[src/rtl/spi_cmd_sequencer.sv]
// Command FIFO + launch FSM feeding SPI_Master; captures each MISO word into a one-entry response slot.
// Optional watchdog on the WAIT state is compiled in with `define SPI_SEQ_TIMEOUT_EN.
module spi_cmd_sequencer #(
    parameter int FIFO_DEPTH_LOG2 = 2,
    parameter int TIMEOUT_CYCLES  = 4095
) (
    input  logic                       BOARD_CLOCK,
    input  logic                       RST,
    input  logic [31:0]                CMD_DATA_I,
    input  logic [1:0]                 CMD_SEL_I,
    input  logic                       CMD_WR_I,
    output logic                       CMD_FULL_O,
    output logic [FIFO_DEPTH_LOG2:0]   CMD_LEVEL_O,
    output logic                       CMD_OVF_O,
    output logic [31:0]                RSP_DATA_O,
    output logic [1:0]                 RSP_SEL_O,
    output logic                       RSP_VALID_O,
    input  logic                       RSP_ACK_I,
    output logic                       TIMEOUT_O,
    input  logic                       ERR_CLR_I,
    output logic                       BUSY_O,
    output logic [31:0]                SPI_I_O,
    output logic [1:0]                 SPI_SEL_O,
    output logic                       SPI_START_O,
    input  logic [31:0]                SPI_O_I,
    input  logic                       SPI_DONE_I
);
    localparam int DEPTH = 1 << FIFO_DEPTH_LOG2;
    localparam int LW    = FIFO_DEPTH_LOG2 + 1;

    typedef enum logic [1:0] {S_IDLE, S_LOAD, S_START, S_WAIT} state_t;
    typedef struct packed {
        logic [1:0]  sel;
        logic [31:0] data;
    } cmd_t;

    cmd_t                       mem_q [DEPTH];
    logic [FIFO_DEPTH_LOG2-1:0] wr_ptr_q, wr_ptr_d, rd_ptr_q, rd_ptr_d;
    logic [LW-1:0]              level_q, level_d;
    state_t                     state_q, state_d;
    logic [31:0]                spi_i_q, spi_i_d, rsp_data_q, rsp_data_d;
    logic [1:0]                 spi_sel_q, spi_sel_d, rsp_sel_q, rsp_sel_d;
    logic                       start_q, start_d, rsp_valid_q, rsp_valid_d;
    logic                       ovf_q, ovf_d, done_prev_q, done_prev_d;
    logic                       full, push, drop, pop, done_rise;
    cmd_t                       head;

`ifdef SPI_SEQ_TIMEOUT_EN
    localparam int TW = $clog2(TIMEOUT_CYCLES + 1);
    logic [TW-1:0] tmo_cnt_q, tmo_cnt_d;
    logic          tmo_q, tmo_d;
`endif

    assign full = (level_q == LW'(DEPTH));
    assign head = mem_q[rd_ptr_q];

    always_comb begin
        push        = CMD_WR_I && (CMD_SEL_I != 2'd3) && !full;
        drop        = CMD_WR_I && !push;
        // A pending ack frees the slot this cycle, so launch without waiting for valid to drop.
        pop         = (state_q == S_IDLE) && (level_q != '0) && (!rsp_valid_q || RSP_ACK_I);
        done_rise   = SPI_DONE_I && !done_prev_q;

        state_d     = state_q;
        wr_ptr_d    = push ? wr_ptr_q + 1'b1 : wr_ptr_q;
        rd_ptr_d    = pop ? rd_ptr_q + 1'b1 : rd_ptr_q;
        level_d     = level_q;
        if (push && !pop)
            level_d = level_q + LW'(1);
        else if (pop && !push)
            level_d = level_q - LW'(1);
        spi_i_d     = spi_i_q;
        spi_sel_d   = spi_sel_q;
        start_d     = 1'b0;
        rsp_data_d  = rsp_data_q;
        rsp_sel_d   = rsp_sel_q;
        rsp_valid_d = rsp_valid_q && !RSP_ACK_I;
        done_prev_d = SPI_DONE_I;
        ovf_d       = ERR_CLR_I ? 1'b0 : ovf_q;
        if (drop)
            ovf_d = 1'b1;
`ifdef SPI_SEQ_TIMEOUT_EN
        tmo_cnt_d   = tmo_cnt_q;
        tmo_d       = ERR_CLR_I ? 1'b0 : tmo_q;
`endif

        case (state_q)
            S_IDLE: begin
                if (pop) begin
                    spi_i_d   = head.data;
                    spi_sel_d = head.sel;
                    state_d   = S_LOAD;
                end
            end
            S_LOAD: begin
                start_d = 1'b1;
                state_d = S_START;
            end
            S_START: begin
                state_d = S_WAIT;
`ifdef SPI_SEQ_TIMEOUT_EN
                tmo_cnt_d = '0;
`endif
            end
            default: begin
                if (done_rise) begin
                    rsp_data_d  = SPI_O_I;
                    rsp_sel_d   = spi_sel_q;
                    rsp_valid_d = 1'b1;
                    state_d     = S_IDLE;
                end
`ifdef SPI_SEQ_TIMEOUT_EN
                else if (tmo_cnt_q == TW'(TIMEOUT_CYCLES - 1)) begin
                    tmo_d   = 1'b1;
                    state_d = S_IDLE;
                end else begin
                    tmo_cnt_d = tmo_cnt_q + TW'(1);
                end
`endif
            end
        endcase
    end

    always_ff @(posedge BOARD_CLOCK or posedge RST) begin
        if (RST) begin
            state_q     <= S_IDLE;
            wr_ptr_q    <= '0;
            rd_ptr_q    <= '0;
            level_q     <= '0;
            spi_i_q     <= '0;
            spi_sel_q   <= '0;
            start_q     <= 1'b0;
            rsp_data_q  <= '0;
            rsp_sel_q   <= '0;
            rsp_valid_q <= 1'b0;
            ovf_q       <= 1'b0;
            done_prev_q <= 1'b0;
`ifdef SPI_SEQ_TIMEOUT_EN
            tmo_cnt_q   <= '0;
            tmo_q       <= 1'b0;
`endif
        end else begin
            state_q     <= state_d;
            wr_ptr_q    <= wr_ptr_d;
            rd_ptr_q    <= rd_ptr_d;
            level_q     <= level_d;
            spi_i_q     <= spi_i_d;
            spi_sel_q   <= spi_sel_d;
            start_q     <= start_d;
            rsp_data_q  <= rsp_data_d;
            rsp_sel_q   <= rsp_sel_d;
            rsp_valid_q <= rsp_valid_d;
            ovf_q       <= ovf_d;
            done_prev_q <= done_prev_d;
`ifdef SPI_SEQ_TIMEOUT_EN
            tmo_cnt_q   <= tmo_cnt_d;
            tmo_q       <= tmo_d;
`endif
        end
    end

    // Storage needs no reset: the pointers and level define what is valid.
    always_ff @(posedge BOARD_CLOCK) begin
        if (push)
            mem_q[wr_ptr_q] <= cmd_t'{sel: CMD_SEL_I, data: CMD_DATA_I};
    end

`ifdef SPI_SEQ_TIMEOUT_EN
    assign TIMEOUT_O = tmo_q;
`else
    logic unused_tmo;
    assign unused_tmo = |TIMEOUT_CYCLES;
    assign TIMEOUT_O  = 1'b0;
`endif

    assign CMD_FULL_O  = full;
    assign CMD_LEVEL_O = level_q;
    assign CMD_OVF_O   = ovf_q;
    assign RSP_DATA_O  = rsp_data_q;
    assign RSP_SEL_O   = rsp_sel_q;
    assign RSP_VALID_O = rsp_valid_q;
    assign BUSY_O      = (state_q != S_IDLE);
    assign SPI_I_O     = spi_i_q;
    assign SPI_SEL_O   = spi_sel_q;
    assign SPI_START_O = start_q;
endmodule
[config.mk]
export PLATFORM = sky130hd
export DESIGN_NAME = spi_cmd_sequencer
export DESIGN_NICKNAME = d
export VERILOG_FILES = /design/src/rtl/spi_cmd_sequencer.sv
export SDC_FILE = /design/constraint.sdc
export NUM_CORES = 1
export LEC_CHECK = 0
export BUFFER_PORTS_ARGS = -buffer_cell sky130_fd_sc_hd__buf_2
export CORE_ASPECT_RATIO = 0.75
export CORE_MARGIN = 4
export CORE_UTILIZATION = 35
export DETAILED_ROUTE_END_ITERATION = 16
export PLACE_DENSITY_LB_ADDON = 0.2
export SYNTH_ARGS = -nofsm -noshare
export SYNTH_HDL_FRONTEND = slang
export SYNTH_SLANG_ARGS = --single-unit
export TNS_END_PERCENT = 20
[constraint.sdc]
create_clock -name BOARD_CLOCK -period 3.9 [get_ports BOARD_CLOCK]
set_input_delay 1.17 -clock BOARD_CLOCK [delete_from_list [all_inputs] [get_ports BOARD_CLOCK]]
set_output_delay 1.17 -clock BOARD_CLOCK [all_outputs]
set_load 0.03 [all_outputs]
==> impl_metrics.tcl <==
set metrics [dict create \
    synthesis.area_sq_um 8150 \
    layout_min_cycle_time_ps 2780 \
    final_area_sq_um 10100 \
    crit_path_start_kind "flop" \
    path_class "flop to output pin" \
    core_sq_um 22900 \
    tns_ps 0 \
    drive_gt1_share_pct 53.1 \
    grt_pass1_vias 4445 \
    critPathMaxFanout 5 \
    synth_cell_types 27 \
    fin_nets 635 \
    synth.avg_cell_area_sq_um 21.2 \
    power_density_nw_per_um2 865 \
    synth.area.top_cells "edfxtp_1 50%, dfrtp_1 25%, mux2_2 9.7%" \
    io_buffers 147 \
    place.gp.congestion 0.708 \
    holdWs_ps 497 \
    htreeDepth 1 \
    die_w_microns 184 \
    drt-total-wl_mm 16.1 \
    maxSlewHeadroom_pct 35.3 \
    die_area_sq_um 25800 \
    ant_nets 0 \
    clk_pin_slew_ps 60 \
    grt_overflow 0 \
    vias 4025 \
    grt_pass1_wl_mm 25.5 \
    core.rowCount 48 \
    grt_use_total_pct 12.6 \
    synth.net_count 467 \
    rsz0062_at_grt "false" \
    fillerInstances 2045 \
    synth_top_area_share_pct 50.1 \
    yosysSeqAreaShare_pct 75.0 \
    worst_slack_ps 1120 \
    cp.required_ps 2730 \
    final_util_pct 43.9 \
    antenna_found_initial 2 \
    tritoncts "built" \
    worstHoldPathType "flop to flop" \
    first_iter_violations 277 \
    clock_power_share_pct 26.5 \
    endpoint_kind "output pin" \
    max_freq_mhz 359 \
    grt_max_degree 75 \
    vdd_drop_max_mv 0.376 \
    drv_cap 0 \
    synth_warnings 0 \
    internal-power_mw 5.79 \
    power_switching_mw 2.93 \
    period_share_pct 71.3 \
    p_sw_share_pct 33.6 \
    ios 149 \
    seqPwrFrac_pct 40.5 \
    p_comb_share_pct 33.0 \
    cp_data_arrival_time_ps 1610 \
    ys_ff_latch 217 \
    tightest_slew_ps 970 \
    hold_viol 0 \
    routedWlPerCell_microns 18.5 \
    setup-violations-final 0 \
    drtPass1Iterations 4 \
    final_cell_mix "147 x buf_2, 136 x edfxtp_1, 79 x dfrtp_1, 70 x mux2_2, 31 x mux4_2" \
    cts.sinks 217 \
    clock_skew_ps 12.8 \
    cts_buffers 24 \
    synthCells 385 \
    area_growth_pct 23.8 \
    run_status "finished, final reports clean" \
    start_util_pct 35.5 \
    die_y_microns 140 \
    place_area_sq_um 9260 \
    holdBufCountCts 0 \
    clk_latency_ps 500 \
    root_buffer "clkbuf_16" \
    dp_slack_ps 757 \
    yosysTopAreaCell "edfxtp_1" \
    postCtsSetupRepairBufs 0 \
    clockBufferDepth 3 \
    power.leakage_nw 3.98 \
    cts.repair.resized 0 \
    dp_hpwl_mm 10.6 \
    drc 0 \
    drv_slew 0 \
    vias_per_cell 4.62 \
    final_common_cell "buf_2" \
]
-- flip-flops by register name, indices dropped and copies added (netlist names) --
register	cells
SPI_I_O	32
SPI_SEL_O	2
RSP_VALID_O	1
SPI_START_O	1
state_q	2
rd_ptr_q	2
RSP_DATA_O	32
CMD_LEVEL_O	3
RSP_SEL_O	2
wr_ptr_q	2
done_prev_q	1
CMD_OVF_O	1
mem_q	136
-- power groups by stage --
stage | Combinational [mW] | Sequential, mW | Clock [mW]
after floorplan | 1.49 | 4.17 | 0
after global placement | 2.88 | 3.57 | 0
after detailed placement | 2.93 | 3.60 | 0
after CTS | 2.94 | 3.56 | 2.39
after global routing | 3.08 | 3.63 | 2.49
final | 2.88 | 3.53 | 2.31
-- cell usage after synthesis --
cell and number:
edfxtp_1 136, dfrtp_1 81, mux2_2 70, mux4_2 31, inv_1 11, ha_1 9, buf_2 8, and2_1 4
buf_6 4, buf_4 3, mux4_1 3, nand2_1 3, nor2_1 3, xnor2_1 3, xor2_1 3, o22ai_1 2
a211oi_2 1, buf_1 1, conb_1 1, fa_1 1, nand2b_1 1, nor2b_1 1, nor3b_1 1, o21ai_0 1
o21ai_1 1, o311ai_2 1, o31a_1 1
-- critical path: stages, from the launching register on --
cell     delay (ps)
dfrtp_1         470
nor3b_1         370
buf_2           280
-- layout make-up --
cell class	instances	area [sq um]	share of cell area [%]
flip-flops and latches	217	6110	60.6
multi-input cells	141	1900	18.8
repair buffers	158	831	8.24
clock buffers	29	641	6.35
well taps	300	375	3.72
clock inverters	15	178	1.76
inverters	11	43.8	0.434
diodes	1	2.50	0.0248
-- worst paths after layout --
path | startpoint | end | slack, ps | cells after the start
setup / recovery | CMD_LEVEL_O[0] | CMD_FULL_O | 1120 | 2
hold reg to reg | RSP_SEL_O[0] | RSP_SEL_O[0] | 500 | 1
setup reg to reg | CMD_LEVEL_O[2] | mem_q[2][31] | 1550 | 4
min in group asynchronous | RST | SPI_I_O[23] | 890 | 2
max in group asynchronous | RST | rd_ptr_q[1] | 2310 | 2
hold / removal | RSP_SEL_O[0] | RSP_SEL_O[0] | 500 | 1
-- metrics by stage --
step	instances	total power [mW]
2_1_floorplan	385	5.66
3_3_place_gp	827	6.45
3_5_place_dp	827	6.53
4_1_cts	871	8.88
5_1_grt	872	9.20
6_report	872	8.72
-- layer usage --
metal	vias up	wire length [microns]	GRT usage [%]
met5	-	12	0
met4	2	419	3.35
met3	32	850	2.80
met2	104	7900	20.6
met1	2051	6940	17.1
li1	1836	-	-
-- kinds of logic after synthesis --
family          Yosys count  synth area share [%]
buf+inv                  27                  1.87
fa+ha+maj                10                  1.63
mux                     104                  19.2
flops                   217                  75.0
compound gates            7                 0.737
simple gates             13                 0.830
xor+xnor                  6                 0.645
other cells               1                0.0460
No activity file was read; power rests on OpenSTA's default activity.
